$ cat src/rtl/minesweeper_game_ctrl.sv
// minesweeper_game_ctrl: game sequencer for an 8x8 minesweeper board.
// Lays out mines at LFSR-chosen, non-repeating positions, waits for the
// board's adjacency counts to settle, then runs cursor/reveal/flag play
// with win/lose detection. The authoritative mine map lives here.
module minesweeper_game_ctrl #(
  parameter int unsigned SETTLE_CYCLES = 2,
  parameter logic [15:0] DEFAULT_SEED  = 16'hACE1
) (
  input  logic        clk,
  input  logic        reset,
  input  logic        start,
  input  logic [3:0]  mine_count,
  input  logic [15:0] seed,
  input  logic        btn_up,
  input  logic        btn_down,
  input  logic        btn_left,
  input  logic        btn_right,
  input  logic        btn_reveal,
  input  logic        btn_flag,
  input  logic [6:0]  cell_rdata,
  output logic        board_reset,
  output logic [3:0]  total_mines,
  output logic        place_mine,
  output logic [2:0]  row,
  output logic [2:0]  column,
  output logic        cell_we,
  output logic [6:0]  cell_wdata,
  output logic [2:0]  game_state,
  output logic [6:0]  revealed_count,
  output logic [6:0]  flags_used
);

  localparam logic [2:0] S_IDLE   = 3'd0;
  localparam logic [2:0] S_CLEAR  = 3'd1;
  localparam logic [2:0] S_PLACE  = 3'd2;
  localparam logic [2:0] S_SETTLE = 3'd3;
  localparam logic [2:0] S_PLAY   = 3'd4;
  localparam logic [2:0] S_WIN    = 3'd5;
  localparam logic [2:0] S_LOSE   = 3'd6;

  localparam logic [2:0] C_HIDDEN   = 3'd0;
  localparam logic [2:0] C_REVEALED = 3'd1;
  localparam logic [2:0] C_FLAG     = 3'd2;
  localparam logic [2:0] C_BOMB     = 3'd3;

  logic [2:0]  state;
  logic [15:0] lfsr;
  logic [63:0] mine_map;
  logic [3:0]  placed;
  logic [3:0]  total_q;
  logic [7:0]  settle_cnt;
  logic [2:0]  cur_r;
  logic [2:0]  cur_c;
  logic [6:0]  revealed_q;
  logic [6:0]  flags_q;
  logic        cell_we_q;
  logic [6:0]  cell_wdata_q;

  logic [5:0]  cand;
  logic        lfsr_fb;
  logic [3:0]  placed_next;
  logic        cur_mine;
  logic [2:0]  rd_cnt;
  logic [2:0]  rd_st;
  logic [6:0]  win_target;
  logic        sel_unused;

  // Placement candidate, board-facing strobes and coordinate mux
  always_comb begin
    cand        = lfsr[5:0];
    lfsr_fb     = lfsr[15] ^ lfsr[13] ^ lfsr[12] ^ lfsr[10];
    place_mine  = (state == S_PLACE) && !mine_map[cand] && (placed != total_q);
    placed_next = placed + {3'b000, place_mine};
    board_reset = (state == S_CLEAR);
    row         = (state == S_PLACE) ? cand[5:3] : cur_r;
    column      = (state == S_PLACE) ? cand[2:0] : cur_c;
    cur_mine    = mine_map[{cur_r, cur_c}];
    rd_cnt      = cell_rdata[6:4];
    rd_st       = cell_rdata[3:1];
    sel_unused  = cell_rdata[0];
    win_target  = 7'd64 - {3'b000, total_q};
  end

  assign total_mines    = total_q;
  assign cell_we        = cell_we_q;
  assign cell_wdata     = cell_wdata_q;
  assign game_state     = state;
  assign revealed_count = revealed_q;
  assign flags_used     = flags_q;

  // Game sequencer: setup phases, then one play action per cycle
  always_ff @(posedge clk) begin
    cell_we_q <= 1'b0;
    if (reset) begin
      state        <= S_IDLE;
      lfsr         <= DEFAULT_SEED;
      mine_map     <= '0;
      placed       <= '0;
      total_q      <= '0;
      settle_cnt   <= '0;
      cur_r        <= '0;
      cur_c        <= '0;
      revealed_q   <= '0;
      flags_q      <= '0;
      cell_wdata_q <= '0;
    end else if (start) begin
      state      <= S_CLEAR;
      lfsr       <= (seed == 16'h0000) ? DEFAULT_SEED : seed;
      mine_map   <= '0;
      placed     <= '0;
      total_q    <= (mine_count == 4'd0) ? 4'd1 : mine_count;
      settle_cnt <= '0;
      cur_r      <= '0;
      cur_c      <= '0;
      revealed_q <= '0;
      flags_q    <= '0;
    end else begin
      case (state)
        S_CLEAR: state <= S_PLACE;
        S_PLACE: begin
          lfsr <= {lfsr[14:0], lfsr_fb};
          if (place_mine) begin
            mine_map[cand] <= 1'b1;
            placed         <= placed_next;
          end
          if (placed_next == total_q) begin
            state      <= S_SETTLE;
            settle_cnt <= '0;
          end
        end
        S_SETTLE: begin
          if (32'(settle_cnt) + 32'd1 >= SETTLE_CYCLES) state <= S_PLAY;
          else settle_cnt <= settle_cnt + 8'd1;
        end
        S_PLAY: begin
          if (btn_reveal) begin
            if (rd_st == C_HIDDEN || rd_st == C_BOMB) begin
              cell_we_q <= 1'b1;
              if (cur_mine) begin
                cell_wdata_q <= {3'b000, C_BOMB, 1'b0};
                state        <= S_LOSE;
              end else begin
                cell_wdata_q <= {rd_cnt, C_REVEALED, 1'b0};
                revealed_q   <= revealed_q + 7'd1;
                if (revealed_q + 7'd1 == win_target) state <= S_WIN;
              end
            end
          end else if (btn_flag) begin
            if (rd_st == C_HIDDEN || rd_st == C_BOMB) begin
              cell_we_q    <= 1'b1;
              cell_wdata_q <= {rd_cnt, C_FLAG, 1'b0};
              flags_q      <= flags_q + 7'd1;
            end else if (rd_st == C_FLAG) begin
              cell_we_q    <= 1'b1;
              cell_wdata_q <= {rd_cnt, (cur_mine ? C_BOMB : C_HIDDEN), 1'b0};
              flags_q      <= flags_q - 7'd1;
            end
          end else if (btn_up) begin
            if (cur_r != 3'd0) cur_r <= cur_r - 3'd1;
          end else if (btn_down) begin
            if (cur_r != 3'd7) cur_r <= cur_r + 3'd1;
          end else if (btn_left) begin
            if (cur_c != 3'd0) cur_c <= cur_c - 3'd1;
          end else if (btn_right) begin
            if (cur_c != 3'd7) cur_c <= cur_c + 3'd1;
          end
        end
        default: ;
      endcase
    end
  end

endmodule

$ cat config.mk
export PLATFORM = sky130hd
export DESIGN_NAME = minesweeper_game_ctrl
export DESIGN_NICKNAME = d
export VERILOG_FILES = /design/src/rtl/minesweeper_game_ctrl.sv
export SDC_FILE = /design/constraint.sdc
export NUM_CORES = 1
export LEC_CHECK = 0
export CAP_MARGIN = 20
export CORE_ASPECT_RATIO = 0.6
export CORE_MARGIN = 10
export CORE_UTILIZATION = 50
export CTS_BUF_LIST = sky130_fd_sc_hd__clkbuf_16
export CTS_CLUSTER_SIZE = 12
export DETAILED_ROUTE_END_ITERATION = 12
export GPL_TIMING_DRIVEN = 1
export PLACE_DENSITY = 0.73
export SETUP_SLACK_MARGIN = 0.4
export SYNTH_ARGS = -nofsm -noshare
export SYNTH_HDL_FRONTEND = slang
export SYNTH_SLANG_ARGS = --single-unit
export TNS_END_PERCENT = 100
$ cat constraint.sdc
create_clock -name clk -period 4.35 [get_ports clk]
set_input_delay 0.435 -clock clk [delete_from_list [all_inputs] [get_ports clk]]
set_output_delay 0.435 -clock clk [all_outputs]
set_load 0.01 [all_outputs]
==> out/summary.txt <==
========================================================================================
Status                                                                      finished clean
Via count                                                                           6778
Number of warnings reported in the yosys synthesis log                                 0
Non-filler cells, final                                                             1039
Tightest slew margin relative to the limit                                        37.74%
Synth Area per Inst                                                            8.946 µm²
Root buffer cell                                                               clkbuf_16
Largest stage delay on the critical path                                          440 ps
Final total negative setup slack                                                    0 ps
Count of H-tree levels built during CTS                                                4
Dominant cell by count in the synthesized netlist                                dfxtp_1
Quantity of I/O buffers inserted on ports                                             69
Worst setup path class                                                      flip-flop to flip-flop
PwrDens                                                                     344.6 mW/mm²
Max stage delay cell, worst path                                                a311oi_1
Netlist area before placement                                               0.006987 mm²
Actual slew at the worst max-slew pin                                           930.5 ps
Amount of wire on met2 after detailed routing                                    9517 µm
Worst hold path class                                                       flip-flop to flip-flop
Final routed wirelength across all metal layers                                 22630 µm
Top cell type's share of synthesized area                                         35.82%
Syn Inst Count                                                                       781
Cell types occupying the most area after synthesis                          dfxtp_1, o21a_1, nor4_1
Number of filler instances in the final layout                                      1099
TritonCTS clock tree                                                                done
Critical Path Fanout Max                                                              16
Crit path cell chain                                                        buf_12, nor2b_1, a32oi_1, a311oi_1, a311o_1, a211oi_2, ha_2, ha_1, inv_1, xnor2_1, nor4_2, nand2_1, a31o_2, mux2_2, and3_1
Initial DRC count                                                                    987
GRT Resource Usage Total                                                          22.47%
Number of search-and-repair iterations in the first detailed-routing pass              6
Arrival time of data at the critical path endpoint                               4160 ps
Kind of start point of the critical path                                       flip-flop
HPWL reported at the end of detailed placement                                  16020 µm
Die X-Extent                                                                    172.6 µm
Pin count of the biggest net entering global routing                                  35
Remaining antenna violation count after routing                                        0
Number of unique standard cell types used by synthesis                                65
Area of the multi-input gates                                               0.004190 mm²
Commonest cells post-synth                                                  dfxtp_1, nor4_1, o21a_1, nor2_1, clkbuf_1
Setup slack, reg-to-reg                                                           500 ps
Number of sinks on the clock net                                                     125
Count of standard-cell rows                                                           33
Number of register bits inferred by synthesis                                        125
Async set-reset flop share out of synthesis                                           0%
Number of buffers and inverters on the critical path                                   2
Number of enable-type register cells in the synthesized netlist                        0
Final net count                                                                      884
CTS buffer count                                                                      17
IO Pins                                                                               73
Worst setup skew after layout                                                   11.67 ps
Dpl cells                                                                           1004
Unrepaired setup endpoints after global routing                                       no
Cell class contributing the biggest share of worst-path delay               compound AO/OA/AOI/OAI gates
Static leakage                                                                  2.951 nW
Routed wl met3                                                                   2875 µm
Residual DRC count                                                                     0
Maximum clock insertion buffer count                                                   2
Final Critical Period                                                            3852 ps
Post-DR vias/cell                                                                  6.524
Register Area                                                               0.002511 mm²
Maximum VDD drop                                                               0.2342 mV
Met1 Routed Length                                                               9998 µm
Count of inserted antenna diode cells                                                  0
Via count of the first global-routing pass                                          6364
Share of the yosys chip area belonging to registers                               35.82%
Final Hold Violating Endpoints                                                         0
Share of the clock period used by the worst path                                  88.55%
Core area                                                                    0.01367 mm²
Final setup violating endpoints                                                        0
Maximum Capacitance Violations                                                         0
Clk pin slew, worst setup/hold paths                                               60 ps
Final estimated routing congestion in global placement                            0.9770
Top layer reached by signal wires                                                   met4
Initial core utilization                                                          51.12%
Critical path capture point type                                               flip-flop
Initial antenna violation count                                                        0
Layout cell share with drive strength beyond 1                                    12.99%
Primary FF master, synth                                                         dfxtp_1
Die span in y                                                                   111.6 µm
Area added between synthesis and finish                                           22.82%
Overall overflow remaining after global route                                          0
Maximum clock rate                                                             259.6 MHz
Die ar.                                                                      0.01926 mm²
Largest area contributor in the netlist                                          dfxtp_1
First-pass GRT wire length                                                      35330 µm
Clock latency reported for the late side of the worst-skew pair                   420 ps
Required time of the worst setup path                                            4660 ps
DR WL/cell                                                                      21.78 µm
Slew Viols, Final                                                                      0
========================================================================================
-- per-stage QoR --
stage                     hold slack [ps]  setup WS (ps)  cell area [µm²]  power, mW  utilization [%]
after global routing                507.8          368.5             8581      3.048            62.78
after floorplan                     443.4          494.9             6990      1.398                -
after detailed placement            471.6          316.2             7886      1.535            57.70
after global placement              459.5          398.8             7886      1.524            57.70
final                               484.1          498.2             8581      2.957            62.78
after CTS                           487.6          405.3             8491      2.941            62.13
-- layer usage --
layer	track usage, %	up-vias
li1	-	3035
met1	31.16	3262
met2	32.27	447
met3	7.895	34
met4	5.943	0
met5	0	-
-- power breakdown --
group / internal [mW] / leakage, nW / switching [mW]
clock: 0.852 / 0.284 / 0.570
combinational: 0.138 / 1.65 / 0.212
sequential: 1.16 / 1.01 / 0.0248
total: 2.15 / 2.95 / 0.807
-- cells in the final DEF, fill, tap and decap left out, drive strengths merged, types with 5 or more instances in the layout --
master         netlist  final
a2111oi             12     12
a211oi              10     10
a21oi               24     24
a221oi              17     17
a222oi               8      8
a31oi                5      5
and2                14     14
and3                 5      5
buf                 22     32
clkbuf              46     17
clkdlybuf4s50        0     69
clkinv               1      6
dfxtp              125    125
ha                  11     11
inv                 22     27
mux2                12     12
mux2i               28     28
mux4                11     11
nand2               40     40
nand2b               8      8
nand3               14     14
nor2                58     58
nor2b               10     10
nor3                16     16
nor3b                6      6
nor4                73     73
o21a                65     65
o21ai               20     20
o22ai                6      6
or3                  6      6
xnor2               29     29
xor2                10     10
-- tightest hold or removal path, delay by kind of cell (launching register included) --
kind / cells / cell delay (ps)
AO/OA/AOI/OAI: 1 / 80
flip-flops: 1 / 320
AND/OR/NAND/NOR: 1 / 60
-- worst paths after layout --
| kind | cells past startpoint | start | to |
|---|---|---|---|
| max | 15 | lfsr[1] | game_state[1] |
| min reg2reg | 2 | lfsr[6] | lfsr[7] |
| min | 2 | lfsr[6] | lfsr[7] |
| max reg2reg | 15 | lfsr[1] | game_state[1] |
-- registers in the layout (all words and copies together), names as in the netlist --
register        count
cell_we             1
game_state          3
cur_r               3
total_mines         4
mine_map           64
cur_c               3
placed              4
lfsr               16
flags_used          7
cell_wdata          5
settle_cnt          8
revealed_count      7
-- repair_timing --
action                     4_1_cts  5_1_grt
setup endpoints to repair        2        2
gates cloned                     0        0
buffers inserted                 0        2
pin swaps                        0        6
hold buffers                     0        0
gates resized for setup          5       17
-- logic make-up after synthesis --
logic type	after synthesis	share of synthesized area (%)
AND/OR/NAND/NOR	266	20.11
flip-flops	125	35.82
XOR/XNOR	39	4.889
AO/OA/AOI/OAI	194	20.83
other	1	0.05367
adder cells (fa/ha/maj)	14	2.830
multiplexers	51	9.814
buffers and inverters	91	5.659
-- cell type report --
cell class | count | share of cell area (%)
Clock buffer | 17 | 4.958
Clock inverter | 15 | 1.910
Inverter | 23 | 1.006
Multi-Input combinational cell | 566 | 48.83
Sequential cell | 125 | 29.27
Tap cell | 192 | 2.800
Timing Repair Buffer | 101 | 11.23
(Power assumes the default switching activity.)
==> RTL change (same settings) <==
Put one more register stage on the output `flags_used`. The value now appears one clock later. The other outputs are not delayed to match.
--- a/src/rtl/minesweeper_game_ctrl.sv
+++ b/src/rtl/minesweeper_game_ctrl.sv
@@ -87,5 +87,7 @@
   assign game_state     = state;
   assign revealed_count = revealed_q;
-  assign flags_used     = flags_q;
+  always_ff @(posedge clk) begin
+    flags_used <= flags_q;
+  end
 
   // Game sequencer: setup phases, then one play action per cycle
Formal check against the unedited RTL: no difference found for any inputs over 4 cycles, from zero or initial values and one cycle with reset high; that may be too few to reach the edited logic, so the function may still have changed.
==> RTL change against the unedited design <==
  * Worst hold slack worse by 0.12 ns
  * Total power grew 6.5%
  * Utilization increased by 1.2 points
  * Area after synthesis shrank 2.2%
  * Maximum frequency increased by 1.9%
  * Critical path depth shrank 7
  * Wire length shrank 6.7%
  * Sequential cell count is 7 higher
  * Via count decreased by 6.8%
  * Final area fell by 2.4%
  * Register-to-register slack better by 0.11 ns
  * Setup slack gained 0.070 ns
  * Critical endpoint is now place_mine
  * Largest cell class unchanged
  * Highest routed layer unchanged
==> RTL change: results (changes against the unedited design) <==
* Dpl cell area at 7630 um^2 (-3.2%)
* Relative slew slack at 43.5% (+5.8 points)
* Multi-input combinational area share at 46.5% (-2.3 points)
* Root Driver: clkbuf_16
* First-pass GRT wire length at 33.3 mm (-5.6%)
* CP peak stage delay at 0.57 ns (+0.13 ns)
* Final Skew at 0.00772 ns (-0.00396 ns)
* GR Util met3 at 6.14% (-1.8 points)
* CP max stage cell: clkdlybuf4s50_1
* GRT Total Usage at 21.9% (-0.60 points)
* Detail Placement HPWL at 14.9 mm (-6.9%)
* Hold_ws at 0.368 ns (-0.116 ns)
* Ranking of synthesized cells by area: dfxtp_1 (39%), mux4_2 (5.3%), a22o_1 (4.9%), nor2_1 (4.1%), nand2_1 (4.0%)
* Share of layout cells above drive strength 1 at 12.3% (-0.73 points)
* First DRT Iteration DRCs at 749 (-24%)
* Post-synth top cells: dfxtp_1 (132), nor2_1 (74), nand2_1 (73)
* Clk cell area share at 7.90% (+1.0 points)
* Syn Inst Count at 766 (-1.9%)
* Invs w/o clock at 16 (-30%)
* Yosys warns at 0 (unchanged)
* Final period util at 86.9% (-1.6 points)
* Metal2 WL at 9.15 mm (-3.9%)
* HP Class: reg -> reg
* Crit-path leading delay family: buffers and inverters
* Reg2Reg Setup Slack at 0.61 ns (+0.11 ns)
* Finished Layout Cells at 1002 (-3.6%)
* Total Nets Final at 869 (-1.7%)
* Non-clock buffer share at 10.6% (-0.58 points)
* Status: completed
* Nonclk buf count at 94 (-6.9%)
* Multi-input gates at 558 (-1.4%)
* Placer Congestion at 0.908 (-7.1%)
* Max H-tree Level at 4 (unchanged)
* Vias in the first global route at 6175 (-3.0%)
* Dpl cells at 965 (-3.9%)
* Cts repair resizes at 2 (-3)
* Library cells used by synthesis at 78 (+20%)
* Pwr/cell area at 376 nW/um^2 (+9.1%)
* Metal1 wirelength at 9.76 mm (-2.4%)
* WL/cell at 21.1 um (-3.3%)
* Largest net degree at the start of global routing at 36 (+2.9%)
* FF/Latch Area at 2650 um^2 (+5.5%)
* Dpl ws at 0.269 ns (-0.0475 ns)
* Crit path max fanout at 18 (+2)
* Total core area at 13100 um^2 (-4.2%)
* Met3 routed WL at 1.83 mm (-36%)
* Worst vdd ir at 0.221 mV (-5.5%)
* First-pass DRT Iterations at 5 (-1)
* Critical Path AT at 3.35 ns (-0.81 ns)
* Sequential share of the synthesized area at 38.7% (+2.8 points)
* DR vias at 6319 (-6.8%)
* GR Util met2 at 31.5% (-0.80 points)
* Longest Clk Path Bufs at 2 (unchanged)
* Met1 Resource Use GR at 31.0% (-0.18 points)
* Synthesized flop and latch total at 132 (+5.6%)
RTL change: power by group:
part	switching [uW]	leakage, uW	internal [uW]	total [uW]
registers	31.3	0.00107	1220	1250
logic	148	0.00170	115	263
clock network	562	0.000322	1070	1630
total	741	0.00309	2410	3150
RTL change: logic make-up after synthesis:
family                     count (synthesis)  synth area share [%]
and+or+nand+nor                          274                  20.3
adders and majority gates                 14                  2.89
buffers and inverters                     77                  4.91
DFF                                      132                  38.7
xor gates and xnor gates                  33                  4.23
AOI/OAI and AO/OA                        187                  18.6
muxes                                     48                  10.4
other                                      1                0.0549
RTL change: final timing paths:
path	startpoint	to	cells after the start
setup / recovery	lfsr[2]$_SDFFE_PP0P_	place_mine	8
hold / removal	flags_q[6]$_SDFFE_PP0P_	flags_used[6]$_DFF_P_	0
setup reg to reg	lfsr[2]$_SDFFE_PP0P_	game_state[0]$_SDFFE_PP0P_	15
hold reg to reg	flags_q[6]$_SDFFE_PP0P_	flags_used[6]$_DFF_P_	0
